$ cat src/rtl/gate_identifier_pkg.sv
// Shared definitions for the two-input gate tester: FSM encodings, gate codes
// and the canonical truth-table patterns indexed by {a,b}.
package gate_identifier_pkg;

    typedef enum logic [1:0] {
        ST_IDLE   = 2'd0,
        ST_APPLY  = 2'd1,
        ST_REPORT = 2'd2
    } state_e;

    localparam logic [2:0] GATE_NONE = 3'd0;
    localparam logic [2:0] GATE_AND  = 3'd1;
    localparam logic [2:0] GATE_OR   = 3'd2;
    localparam logic [2:0] GATE_XOR  = 3'd3;
    localparam logic [2:0] GATE_NAND = 3'd4;
    localparam logic [2:0] GATE_NOR  = 3'd5;
    localparam logic [2:0] GATE_XNOR = 3'd6;

    localparam logic [3:0] TT_AND  = 4'b1000;
    localparam logic [3:0] TT_OR   = 4'b1110;
    localparam logic [3:0] TT_XOR  = 4'b0110;
    localparam logic [3:0] TT_NAND = 4'b0111;
    localparam logic [3:0] TT_NOR  = 4'b0001;
    localparam logic [3:0] TT_XNOR = 4'b1001;

    // Exact-match lookup; any pattern outside the library maps to GATE_NONE.
    function automatic logic [2:0] tt_to_code(input logic [3:0] tt);
        logic [2:0] code;
        case (tt)
            TT_AND:  code = GATE_AND;
            TT_OR:   code = GATE_OR;
            TT_XOR:  code = GATE_XOR;
            TT_NAND: code = GATE_NAND;
            TT_NOR:  code = GATE_NOR;
            TT_XNOR: code = GATE_XNOR;
            default: code = GATE_NONE;
        endcase
        return code;
    endfunction

endpackage

$ cat src/rtl/gate_identifier_tt_decode.sv
// Combinational truth-table classifier: 4-bit table -> gate code and match flag.
module gate_tt_decode
    import gate_identifier_pkg::*;
(
    input  logic [3:0] tt_i,
    output logic [2:0] code_o,
    output logic       match_o
);

    // Pure lookup so any future checker can reuse the same classification.
    always_comb begin
        code_o  = tt_to_code(tt_i);
        match_o = (code_o != GATE_NONE);
    end

endmodule

$ cat src/rtl/gate_identifier.sv
// Sequential tester: walks {a,b} through 00..11, samples y_in after a settle
// delay and reports the truth table plus the decoded gate identity.
module gate_identifier
    import gate_identifier_pkg::*;
#(
    parameter int unsigned SETTLE_CYC = 2
) (
    input  logic       clk,
    input  logic       rst_n,
    input  logic       start,
    input  logic       y_in,
    output logic       a_out,
    output logic       b_out,
    output logic       busy,
    output logic       done,
    output logic [3:0] truth_tbl,
    output logic [2:0] gate_code,
    output logic       match
);

    localparam logic [7:0] SETTLE_INIT = 8'(SETTLE_CYC);

    state_e     state_q, state_d;
    logic [1:0] idx_q, idx_d;
    logic [7:0] cnt_q, cnt_d;
    logic [2:0] work_q, work_d;
    logic [3:0] tt_q, tt_d;
    logic [2:0] code_q, code_d;
    logic       match_q, match_d;
    logic       a_q, a_d;
    logic       b_q, b_d;
    logic       busy_q, busy_d;
    logic       done_q, done_d;

    logic [3:0] tt_final_s;
    logic [2:0] code_final_s;
    logic       match_final_s;

    // The last vector's sample goes straight into the table without a work slot.
    assign tt_final_s = {y_in, work_q};

    gate_tt_decode u_decode (
        .tt_i    (tt_final_s),
        .code_o  (code_final_s),
        .match_o (match_final_s)
    );

    // State register.
    always_ff @(posedge clk or negedge rst_n) begin
        if (!rst_n) begin
            state_q <= ST_IDLE;
        end else begin
            state_q <= state_d;
        end
    end

    // Next-state logic.
    always_comb begin
        state_d = state_q;
        case (state_q)
            ST_IDLE: begin
                if (start) state_d = ST_APPLY;
                else       state_d = ST_IDLE;
            end
            ST_APPLY: begin
                if ((cnt_q == 8'd0) && (idx_q == 2'd3)) state_d = ST_REPORT;
                else                                   state_d = ST_APPLY;
            end
            ST_REPORT: state_d = ST_IDLE;
            default:   state_d = ST_IDLE;
        endcase
    end

    // Vector index, settle counter, sample capture and result latching.
    always_comb begin
        idx_d   = idx_q;
        cnt_d   = cnt_q;
        work_d  = work_q;
        tt_d    = tt_q;
        code_d  = code_q;
        match_d = match_q;
        case (state_q)
            ST_IDLE: begin
                if (start) begin
                    idx_d = 2'd0;
                    cnt_d = SETTLE_INIT;
                end else begin
                    idx_d = idx_q;
                end
            end
            ST_APPLY: begin
                if (cnt_q != 8'd0) begin
                    cnt_d = cnt_q - 8'd1;
                end else begin
                    case (idx_q)
                        2'd0:    work_d[0] = y_in;
                        2'd1:    work_d[1] = y_in;
                        2'd2:    work_d[2] = y_in;
                        default: work_d    = work_q;
                    endcase
                    if (idx_q != 2'd3) begin
                        idx_d = idx_q + 2'd1;
                        cnt_d = SETTLE_INIT;
                    end else begin
                        tt_d    = tt_final_s;
                        code_d  = code_final_s;
                        match_d = match_final_s;
                    end
                end
            end
            default: begin
                idx_d = idx_q;
            end
        endcase
    end

    // Output logic, computed from the next state so the ports are registered.
    always_comb begin
        a_d    = 1'b0;
        b_d    = 1'b0;
        busy_d = (state_d != ST_IDLE);
        done_d = (state_d == ST_REPORT);
        if (state_d == ST_APPLY) begin
            a_d = idx_d[1];
            b_d = idx_d[0];
        end else begin
            a_d = 1'b0;
            b_d = 1'b0;
        end
    end

    // Datapath and output registers.
    always_ff @(posedge clk or negedge rst_n) begin
        if (!rst_n) begin
            idx_q   <= 2'd0;
            cnt_q   <= 8'd0;
            work_q  <= 3'd0;
            tt_q    <= 4'd0;
            code_q  <= GATE_NONE;
            match_q <= 1'b0;
            a_q     <= 1'b0;
            b_q     <= 1'b0;
            busy_q  <= 1'b0;
            done_q  <= 1'b0;
        end else begin
            idx_q   <= idx_d;
            cnt_q   <= cnt_d;
            work_q  <= work_d;
            tt_q    <= tt_d;
            code_q  <= code_d;
            match_q <= match_d;
            a_q     <= a_d;
            b_q     <= b_d;
            busy_q  <= busy_d;
            done_q  <= done_d;
        end
    end

    assign a_out     = a_q;
    assign b_out     = b_q;
    assign busy      = busy_q;
    assign done      = done_q;
    assign truth_tbl = tt_q;
    assign gate_code = code_q;
    assign match     = match_q;

endmodule

$ cat config.mk
export PLATFORM = sky130hd
export DESIGN_NAME = gate_identifier
export DESIGN_NICKNAME = d
export VERILOG_FILES = /design/src/rtl/gate_identifier_pkg.sv /design/src/rtl/gate_identifier_tt_decode.sv /design/src/rtl/gate_identifier.sv
export SDC_FILE = /design/constraint.sdc
export NUM_CORES = 1
export LEC_CHECK = 0
export BUFFER_PORTS_ARGS = -buffer_cell sky130_fd_sc_hd__buf_2
export CAP_MARGIN = 20
export CORE_MARGIN = 5
export CORE_UTILIZATION = 50
export CTS_CLUSTER_SIZE = 40
export DETAILED_ROUTE_END_ITERATION = 16
export PLACE_DENSITY = 0.7
export SYNTH_ARGS = -nofsm -noshare
export SYNTH_HDL_FRONTEND = slang
export SYNTH_SLANG_ARGS = --single-unit
$ cat constraint.sdc
create_clock -name clk -period 3.4 [get_ports clk]
set_clock_uncertainty 0.15 [all_clocks]
set_input_delay 0 -clock clk [delete_from_list [all_inputs] [get_ports clk]]
set_output_delay 0 -clock clk [all_outputs]
set_load 0.005 [all_outputs]
* Word-level counts from Yosys, hierarchy flattened
Cells that the tools add are included.
** Operators by class
- Add/subtract/negate cells :: 2
- Eq/ne operators :: 15
- Multiplexer cells :: 14
- Bitwise operators :: 2
- Reduce and logical (&&, ||, !) cells :: 13
** Operator list (count)
- $mux 8 :: 3
- $pmux 3 s6 :: 1
- $pmux 8 s2 :: 1
- $reduce_and 3->1 :: 5
- $eq 4x4->1 const B :: 3
- $eq 4x3->1 const B :: 2
- $logic_not 8->1 :: 1
- $mux 2 :: 4
- $pmux 2 s2 :: 2
- $reduce_bool 8->1 :: 1
- $sub 8x1->8 const B :: 1
- $eq 2x1->1 const B :: 3
- $eq 2x2->1 const B :: 3
- $eq 4x1->1 const B :: 1
- $logic_not 2->1 :: 2
- $ne 2x2->1 const B :: 2
- $reduce_bool 2->1 :: 2
- $mux 1 :: 3
- $ne 3x3->1 const B :: 1
- $reduce_bool 3->1 :: 1
- $add 2x1->2 const B :: 1
- $not 1->1 :: 2
- $logic_and 1x1->1 :: 1
** Word-level totals
- Register bits after elaboration :: 27
- Word-level logic and storage cells :: 59

* Logic depth before layout (Yosys ltp)
Gate-level depths: netlist of the first run.
- Depth in word-level cells :: 6
- Depth in mapped cells :: 7
- Gate-level depth less buffers :: 7

* Modules after synthesis
From an unflattened synthesis of the first run, not the netlist that was laid out.
** Second synthesis, totals
- Cell total of the unflattened synthesis :: 121
- Area total of the unflattened synthesis :: 1323.8 um^2
** Modules (own cells, without submodules)
- gate_identifier :: instances 1, cells an instance 109, area an instance 1243.7 um^2, sequential area each 675.6 um^2
- gate_tt_decode :: instances 1, cells an instance 12, area an instance 80.1 um^2, sequential area each 0.0 um^2

* Worst setup path after synthesis of the first run
No wires, ideal clock.
- Path kind :: register -> register
- Start :: register cnt_q[0]
- End :: register tt_q[3] (netlist: truth_tbl[3])
- Setup time :: 0.125 ns
- Arrival time :: 1.963 ns
- Required time :: 3.125 ns
- Setup slack :: 1.162 ns
- Stages on the path, launching flop included :: 7
- Buffers on the path :: 1
- Cells stage by stage :: dfrtp_1 -> inv_1 -> ha_1 -> or3b_2 -> nor4_4 -> buf_6 -> mux2_4
** On the way
- Cells in the longest elaborated chain, start to end :: 3
** RTL lines
- start, declared :: line gate_identifier.sv:25 : logic [7:0] cnt_q, cnt_d;
- start signal, assigned :: line gate_identifier.sv:147 : cnt_q <= cnt_d;
- $reduce_bool 8->1 :: line gate_identifier.sv:92 : if (cnt_q != 8'd0) begin
- $not 1->1 (no line)
- $reduce_and 3->1 (no line)
- end signal, assigned :: line gate_identifier.sv:149 : tt_q <= tt_d;
- end, declared :: line gate_identifier.sv:27 : logic [3:0] tt_q, tt_d;
Every way passes these cells.
A chain may end at the register's enable or synchronous reset.

* Worst setup path in the final report of the first run
- Start :: register cnt_q[1]
- End :: register tt_q[2] (netlist: truth_tbl[2])
Same word-level chain as after synthesis.

==> results.md, run 1 <==
- Final Core Density: 58.59%
- Post-synthesis cell type count: 37
- Area post-placement: 0.001395 sq mm
- Fin crit share: 70.34%
- H-tree Lvls: 1
- Drt total wl: 2513 um
- Ys async rst share: 100.0%
- Number of synthesized register bits: 27
- Total global-route track usage: 15.96%
- Num rows: 18
- Average size of a mapped cell: 10.12 sq um
- Max-cap viol count: 0
- Avg WL per Cell: 14.28 um
- Synthesized instance count: 129
- PortBufs: 15
- Fin Hold WS: 0.04777 ns
- Endpoints failing setup: 0
- Via/cell ratio: 5.545
- Clk root buf: clkbuf_4
- Minimum clock period: 2.391 ns
- Number of nets with antenna violations after routing: 0
- Switch Pwr: 0.0003644 W
- RR Startpoint: cnt_q[1]
- Clock network power share: 13.7%
- Antenna diodes: 0
- Nets@finish: 152
- Fillers: 233
- Clock Latency Late Sink: 0.31 ns
- Die width: 61.09 um
- Pins Over Slew Limit: 0
- Kind of critical path: register to register
- Met1 usage: 23.32%
- PD cells: 669.6 mW/mm^2
- Busiest grt layer: met2
- Number of synthesized flops with an enable pin: 0
- Mapped Nets: 134
- Worst setup startpoint: cnt_q[1]
- Syn-to-layout area delta: 11.22%
- DP HPWL: 1809 um
- Worst-path maximum fanout: 13
- CTS Sinks: 27
- Core ar.: 0.002477 sq mm
- Num CTS Buffers: 3
- Yosys Warn Count: 0
- Worst Setup Start Kind: register
- Top FF cell, synth: dfrtp_1
- Grt met2 use: 23.87%
- Slew headroom: 53.81%
- Die height: 61.09 um
- Post-CTS setup buffer count: 0
- Outcome: finished clean
- Max Clk Rate: 418.2 MHz
- Required @ worst endpoint: 3.47 ns
- Hold Crit Class: input port to asynchronous set/reset pin
- Drt drc: 0
- Switching share of power: 37.50%
- Initial antenna violation count: 0
- GPL Wtd Cong: 0.7844
- Seq/Total Area, Yosys: 51.77%
- Total grt overflow: 0
- Via count: 976
- Comb pwr share: 32.8%
- Post-Layout Inst Area: 0.001451 sq mm
- Largest net degree at the start of global routing: 28
- Router iterations before antenna repair: 4
- WP data arrival: 2.46 ns
- I/O Pins: 16
- CTS tree: built
- Crit. End Element: register
- DR iter-0 viols: 27
- CTS clock-pin slew for the worst setup and hold paths: 0.13 ns
- Unrepaired setup endpoints after global routing: no
- First-pass GRT wire length: 4464 um
- Initial core utilization: 52.68%
- Peak supply drop: 0.0004009 V
- Leakage: 0.6381 nW
- TNS Setup: 0 ns
- Clock buffer depth: 2
- Post-CTS sizing: 0
- Vias in the first global route: 964
- Int Pwr: 0.0006074 W
- Seq pwr share: 53.5%
- Final Hold Viols: 0
- Syn Std Cell Area: 0.001305 sq mm
- Die area: 0.003732 sq mm
- GR Util met3: 2.935%
- Slew at the pin closest to its max-slew limit: 0.6914 ns
- Fraction of layout cells with a size suffix above 1: 22.60%
cell usage after synthesis, types with 2 or more instances:
| cell | number | area share [%] |
|---|---|---|
| dfrtp_1 | 27 | 52 |
| nor2_1 | 16 | 4.6 |
| o21ai_0 | 11 | 4.2 |
| a21oi_1 | 9 | 3.5 |
| nand2_1 | 9 | 2.6 |
| inv_1 | 7 | 2.0 |
| mux2_2 | 6 | 5.2 |
| clkbuf_1 | 5 | 1.4 |
| nand3_1 | 3 | 1.2 |
| nor4_1 | 3 | 1.4 |
| mux2i_1 | 2 | 1.5 |
| nand2b_1 | 2 | 0.96 |
| nor2b_1 | 2 | 0.96 |
| nor3_1 | 2 | 0.77 |
| o21a_1 | 2 | 1.2 |
| or3_1 | 2 | 0.96 |
routing by layer:
metal	wire length [um]	share of wire, %
met5	0	0
met4	51	2.0
met3	86	3.4
met2	1184	47
met1	1191	47
power groups by stage:
stage	Sequential (W)	Clock (W)	Combinational, W
finish	0.000520	0.000133	0.000319
global route	0.000538	0.000154	0.000370
CTS	0.000519	0.000137	0.000324
detailed placement	0.000526	0	0.000317
global placement	0.000521	0	0.000297
floorplan	0.000477	0	0.000274
flip-flops by register name (all words and copies together), names as in the netlist:
name       count
busy           1
a_out          1
done           1
truth_tbl      4
b_out          1
cnt_q          8
state_q        2
match          1
idx_q          2
work_q         3
gate_code      3
kinds of logic after synthesis:
kind of cell	count (synthesis)	synth area share [%]
XOR/XNOR	2	1.343
AND/OR/NAND/NOR	47	19.46
AO/OA/AOI/OAI	30	14.29
adder cells (fa/ha/maj)	1	0.9586
flip-flops	27	51.77
buffers and inverters	13	4.315
multiplexers	9	7.861
worst max-delay path, stage by stage, from the launching register on:
cell and delay (ns):
dfrtp_1 0.41, inv_1 0.09, ha_1 0.20, or3b_2 0.54, nor4_4 0.30, buf_4 0.25, mux2_2 0.35
worst paths after layout:
check / to / cells after the start / slack, ns
max: truth_tbl[2] / 6 / 1.01
min: cnt_q[6] / 2 / 0.05
max reg2reg: truth_tbl[2] / 6 / 1.01
min reg2reg: gate_code[1] / 1 / 0.37
max in group asynchronous: cnt_q[7] / 2 / 2.67
min in group clk: idx_q[1] / 4 / 0.33
cells in the final DEF (no fill, tap or decap), drive strengths merged, types with 2 or more instances in the layout:
master and instances:
nor2 16, dfrtp 27, nor4 4, or3 2
mux2 7, nand2b 2, a21oi 9, clkbuf 4
nor3 3, dlygate4sd3 3, buf 16, o21ai 11
inv 7, nor2b 2, o21a 2, mux2i 2
nand2 9, nand3 3
through the flow:
stage / total power [W] / setup WS (ns) / instances
2_1_floorplan: 0.0007509 / 1.162 / 129
3_3_place_gp: 0.0008181 / 1.152 / 169
3_5_place_dp: 0.0008426 / 1.071 / 169
4_1_cts: 0.0009798 / 1.014 / 176
5_1_grt: 0.001062 / 0.8969 / 176
6_report: 0.0009718 / 1.009 / 176
layout make-up:
class	count	area, sq um	share of cell area (%)
flip-flops and latches	27	675.6	46.55
clock buffers	4	26.28	1.810
inverters	7	26.28	1.810
multi-input cells	89	573.1	39.48
repair buffers	19	112.6	7.759
well taps	30	37.54	2.586
what timing repair did:
action                                 4_1_cts  5_1_grt
hold buffers                                 3        0
endpoints found under the hold margin       35        0
setup endpoints to repair                    0        0
No activity file was read; power rests on OpenSTA's default activity.
==> inputs of run 2 (changes only) <==
==> constraint.sdc (replaced) <==
create_clock -name clk -period 2.5 [get_ports clk]
set_clock_uncertainty 0.15 [all_clocks]
set_input_delay 0 -clock clk [delete_from_list [all_inputs] [get_ports clk]]
set_output_delay 0 -clock clk [all_outputs]
set_load 0.005 [all_outputs]
==> results.md, run 2 (same netlist as run 1, synthesis figures left out) <==
- Int Pwr: 0.0008311 W
- Clock network power share: 14.2%
- Router iterations before antenna repair: 4
- PD cells: 917.3 mW/mm^2
- Max-cap viol count: 0
- Drt total wl: 2512 um
- Minimum clock period: 2.335 ns
- Syn-to-layout area delta: 11.79%
- Worst path max stage delay: 0.54 ns
- Vias in the first global route: 970
- Post-CTS setup buffer count: 0
- Core ar.: 0.002477 sq mm
- GPL Wtd Cong: 0.7996
- Drt drc: 0
- Highest metal used: met4
- Max reg flops: 8
- Flop2flop setup slack: 0.17 ns
- Kind of critical path: register to register
- Initial antenna violation count: 0
- Met3 WL post-DR: 90 um
- Initial core utilization: 52.68%
- Leakage: 0.6434 nW
- Most common cell after layout, fill and taps aside: dfrtp_1
- Die width: 61.09 um
- Outcome: finished clean
- Total global-route track usage: 15.44%
- WP data arrival: 2.42 ns
- Fraction of layout cells with a size suffix above 1: 23.13%
- Post-CTS sizing: 0
- Met1 WL: 1217 um
- DR WL met2: 1170 um
- First-pass GRT wire length: 4291 um
- Die height: 61.09 um
- Slew at the pin closest to its max-slew limit: 0.5930 ns
- I/O Pins: 16
- Clock buffer depth: 2
- Nets@finish: 153
- Crit path max-delay cell type: or3b_2
- Max Clk Rate: 428.3 MHz
- Crit-path cells: inv_1 > ha_1 > or3b_2 > nor4_4 > buf_4 > mux2_2
- Avg WL per Cell: 14.19 um
- Num rows: 18
- Clk root buf: clkbuf_4
- Seq pwr share: 53.2%
- PortBufs: 15
- Worst Setup Start Kind: register
- Final Hold Viols: 0
- Fin Hold WS: 0.02950 ns
- Most frequent cells in the layout: 27 x dfrtp_1, 16 x nor2_1, 15 x buf_2, 11 x o21ai_0
- Largest net degree at the start of global routing: 28
- Crit. End Element: register
- Unrepaired setup endpoints after global routing: no
- TNS Setup: 0 ns
- H-tree Lvls: 1
- Clock Latency Late Sink: 0.33 ns
- Total grt overflow: 0
- Antenna diodes: 0
- Pins Over Slew Limit: 0
- Number of nets with antenna violations after routing: 0
- Worst-path maximum fanout: 13
- Via/cell ratio: 5.554
- CTS tree: built
- Slew headroom: 60.10%
- DR iter-0 viols: 36
- Final Core Density: 58.89%
- Fin crit share: 93.40%
- Largest Register: cnt_q
- Num CTS Buffers: 3
- Endpoints failing setup: 0
- Switching share of power: 37.90%
- Switch Pwr: 0.0005072 W
- Required @ worst endpoint: 2.59 ns
- Die area: 0.003732 sq mm
- DP HPWL: 1743 um
- CTS clock-pin slew for the worst setup and hold paths: 0.15 ns
- Comb pwr share: 32.6%
- Via count: 983
- Peak supply drop: 0.0005481 V
- CTS Sinks: 27
- Hold Crit Class: input port to asynchronous set/reset pin
[run 2: cell count changes in the layout (fill, tap and decap cells not counted)]
cell | before | now
buf_4 | 1 | 2
[run 2: per-layer routing]
| metal | GRT usage, % | vias to the layer above |
|---|---|---|
| li1 | - | 488 |
| met1 | 21.32 | 468 |
| met2 | 24.17 | 22 |
| met3 | 3.145 | 5 |
| met4 | 5.573 | 0 |
| met5 | 0 | - |
[run 2: worst paths after layout]
kind	depth (start not counted)	start	to
max	6	cnt_q[0]	truth_tbl[2]
min	2	rst_n	idx_q[0]
max reg2reg	6	cnt_q[0]	truth_tbl[2]
min reg2reg	1	truth_tbl[1]	truth_tbl[1]
max in group asynchronous	2	rst_n	cnt_q[1]
min in group clk	4	start	idx_q[1]
[run 2: power by group through the flow]
| stage | Sequential [W] | Combinational, W | Clock (W) |
|---|---|---|---|
| final | 0.000712 | 0.000436 | 0.000190 |
| after global routing | 0.000736 | 0.000499 | 0.000217 |
| after CTS | 0.000708 | 0.000440 | 0.000196 |
| after detailed placement | 0.000717 | 0.000430 | 0 |
| after global placement | 0.000709 | 0.000410 | 0 |
| after floorplan | 0.000649 | 0.000372 | 0 |
[run 2: what timing repair did]
item	4_1_cts	5_1_grt
hold endpoints to repair	35	0
endpoints found under the setup margin	0	0
hold buffers	3	0
[run 2: cell type report]
type,count,area (sq um)
fill,219,1018
sequential,27,675.6
multi-input combinational,89,573.1
timing repair buffer,20,120.1
tap,30,37.54
clock buffer,4,26.28
inverter,7,26.28
[run 2: per-stage QoR]
step,power (W),instance area (sq um),instances,worst slack [ns]
final,0.001338,1459,177,0.1650
after global routing,0.001452,1459,177,0.06247
after CTS,0.001343,1459,177,0.1496
after detailed placement,0.001148,1403,170,0.1811
after global placement,0.001118,1403,170,0.2504
after floorplan,0.001021,1305,129,0.2619
[run 2: critical path: cells and delay by family (launching register included)]
family                   cells  cell delay, ns
adder cells (fa/ha/maj)      1            0.19
AND/OR/NAND/NOR              2            0.81
flip-flops                   1            0.43
buffers and inverters        2            0.30
multiplexers                 1            0.35
==> inputs of run 3 (changes only) <==
--- a/config.mk
+++ b/config.mk
@@ -5,6 +5,7 @@
 export SDC_FILE = /design/constraint.sdc
 export NUM_CORES = 1
 export LEC_CHECK = 0
+export ABC_AREA = 1
 export BUFFER_PORTS_ARGS = -buffer_cell sky130_fd_sc_hd__buf_2
 export CAP_MARGIN = 20
 export CORE_MARGIN = 5
==> results.md, run 3 <==
- Crit. End Element: register
- Num CTS Buffers: 3
- Flop2flop setup slack: 0.54 ns
- Top FF cell, synth: dfrtp_1
- Seq pwr share: 48.2%
- DP HPWL: 1996 um
- Clock Latency Late Sink: 0.32 ns
- Met1 usage: 24.06%
- I/O Pins: 16
- Nets@finish: 202
- Comb pwr share: 39.2%
- Post-synthesis cell type count: 20
- Core ar.: 0.002522 sq mm
- Slew at the pin closest to its max-slew limit: 0.5723 ns
- Depth of the worst register-to-register path: 7
- Sequential cell area: 675.6 sq um
- Drt total wl: 2737 um
- Antenna diodes: 0
- First-pass GRT wire length: 4830 um
- Clock buffer depth: 2
- Peak supply drop: 0.0005415 V
- Kind of critical path: register to register
- CTS clock-pin slew for the worst setup and hold paths: 0.15 ns
- Pins Over Slew Limit: 0
- Worst-path maximum fanout: 8
- Via count: 1144
- Initial antenna violation count: 0
- Fillers: 238
- CTS Sinks: 27
- Busiest grt layer: met2
- GPL Wtd Cong: 0.8397
- Mapped Nets: 180
- Switch Pwr: 0.0006346 W
- Area post-placement: 0.001455 sq mm
- DR iter-0 viols: 76
- PortBufs: 15
- Seq/Total Area, Yosys: 50.00%
- Yosys Warn Count: 0
- Max reg flops: 8
- Drt drc: 0
- Leakage: 0.8400 nW
- Fin Hold WS: 0.03415 ns
- Int Pwr: 0.0008733 W
- Most common cell after layout, fill and taps aside: nand2_1
- Most frequent cells in the layout: 68 x nand2_1, 27 x dfrtp_1, 22 x inv_1, 18 x nand3_1, 15 x buf_2
- Die area: 0.003842 sq mm
- Initial core utilization: 53.57%
- RR Startpoint: cnt_q[0]
- Required @ worst endpoint: 2.58 ns
- Router iterations before antenna repair: 6
- Syn-to-layout area delta: 11.94%
- WP data arrival: 2.04 ns
- Post-CTS setup buffer count: 0
- Number of synthesized register bits: 27
- Largest Register: cnt_q
- Cell count after placement: 219
- Largest net degree at the start of global routing: 28
- CTS tree: built
- Total grt overflow: 0
- Switching share of power: 42.09%
- Final WS setup: 0.5364 ns
- Die width: 61.99 um
- Unrepaired setup endpoints after global routing: no
- Grt met2 use: 25.15%
- Fin crit share: 78.54%
- Area contributors post-synth: dfrtp_1 50%, nand2_1 19%, nand3_1 6.7%
- Total global-route track usage: 17.00%
- PD cells: 996.8 mW/mm^2
- Hold Buf Count CTS: 3
- Num rows: 18
- Dominant cell type by area after synthesis: dfrtp_1
- Place WS: 0.5688 ns
- Fin cells: 226
- Clock network power share: 12.6%
- Fraction of layout cells with a size suffix above 1: 14.29%
- Count leader, synth: nand2_1
- Number of nets with antenna violations after routing: 0
- Via/cell ratio: 5.062
- Synthesized instance count: 175
- Hold Crit Class: input port to asynchronous set/reset pin
- Vias in the first global route: 1104
- Clk root buf: clkbuf_4
- Number of synthesized flops with an enable pin: 0
- Endpoints failing setup: 0
- Slew headroom: 61.85%
- H-tree Lvls: 1
- Outcome: finished clean
- Minimum clock period: 1.964 ns
- Average size of a mapped cell: 7.722 sq um
- GR Util met3: 3.099%
- Avg WL per Cell: 12.11 um
- Final Hold Viols: 0
- Max-cap viol count: 0
- Syn Std Cell Area: 0.001351 sq mm
- Worst setup startpoint: cnt_q[0]
- Ys async rst share: 100.0%
- TNS Setup: 0 ns
- Post-CTS sizing: 0
- Setup crit end: gate_code[2]
- Worst R2R End: gate_code[2]
- Die height: 61.99 um
- Share of the synthesized area in the top cell type: 50.00%
- Commonest cells post-synth: 68 x nand2_1, 27 x dfrtp_1, 22 x inv_1, 18 x nand3_1, 12 x nor2_1
- Area of the multi-input gates: 573.1 sq um
- Worst Setup Start Kind: register
- Max Clk Rate: 509.3 MHz
- Post-Layout Inst Area: 0.001513 sq mm
run 3: changes by cell type after synthesis, moves of 3 or more:
| cell | previous run | this run |
|---|---|---|
| a21oi_1 | 9 | 1 |
| clkbuf_1 | 5 | 0 |
| inv_1 | 7 | 22 |
| mux2_2 | 6 | 0 |
| nand2_1 | 9 | 68 |
| nand3_1 | 3 | 18 |
| nand4_1 | 0 | 8 |
| nor2_1 | 16 | 12 |
| nor4_1 | 3 | 0 |
| o21ai_0 | 11 | 6 |
run 3: worst min-delay path by stage:
stage,start,endpoint,depth (start not counted)
after global placement,rst_n,cnt_q[5],1
after global routing,rst_n,truth_tbl[0],2
after CTS,rst_n,cnt_q[2],2
after detailed placement,rst_n,cnt_q[3],1
after floorplan,rst_n,a_out,0
final,rst_n,cnt_q[3],2
run 3: layer usage:
metal,share of wire (%),routed length [um],vias up
li1,-,-,591
met1,51,1396,531
met2,44,1204,16
met3,3.3,89,6
met4,1.7,46,0
met5,0,0,-
run 3: kinds of logic (layout without fill, tap and decap cells):
| family | after synthesis | count (layout) | synth area share (%) |
|---|---|---|---|
| and+or+nand+nor | 114 | 114 | 38.24 |
| DFF | 27 | 27 | 50.00 |
| buffers and inverters | 25 | 46 | 7.592 |
| AOI/OAI and AO/OA | 7 | 7 | 2.592 |
| adders and majority gates | 1 | 1 | 0.9258 |
| xor gates and xnor gates | 1 | 1 | 0.6483 |
run 3: per-stage QoR:
step	util [%]	power, W
after CTS	59.97	0.001518
after global placement	57.69	0.001301
after floorplan	-	0.001149
final	59.97	0.001508
after detailed placement	57.69	0.001326
after global routing	59.97	0.001670
run 3: cell type report:
cell class,count,share of cell area [%]
clock inverter,1,0.3309
clock buffer,3,1.489
sequential,27,44.67
tap,30,2.481
timing repair buffer,19,7.444
inverter,23,5.707
multi-input combinational,123,37.88
run 3: power groups by stage:
| stage | Sequential, W | Clock [W] | Combinational (W) |
|---|---|---|---|
| floorplan | 0.000712 | 0 | 0.000437 |
| global placement | 0.000730 | 0 | 0.000571 |
| detailed placement | 0.000734 | 0 | 0.000592 |
| CTS | 0.000725 | 0.000195 | 0.000598 |
| global route | 0.000754 | 0.000217 | 0.000700 |
| finish | 0.000726 | 0.000190 | 0.000592 |
run 3: worst max-delay path, stage by stage (launching register included):
cell     delay (ns)
dfrtp_1        0.42
inv_1          0.11
ha_1           0.30
nand3_2        0.14
nor2_4         0.21
nand4_1        0.34
nand2_1        0.15
nand2_1        0.06
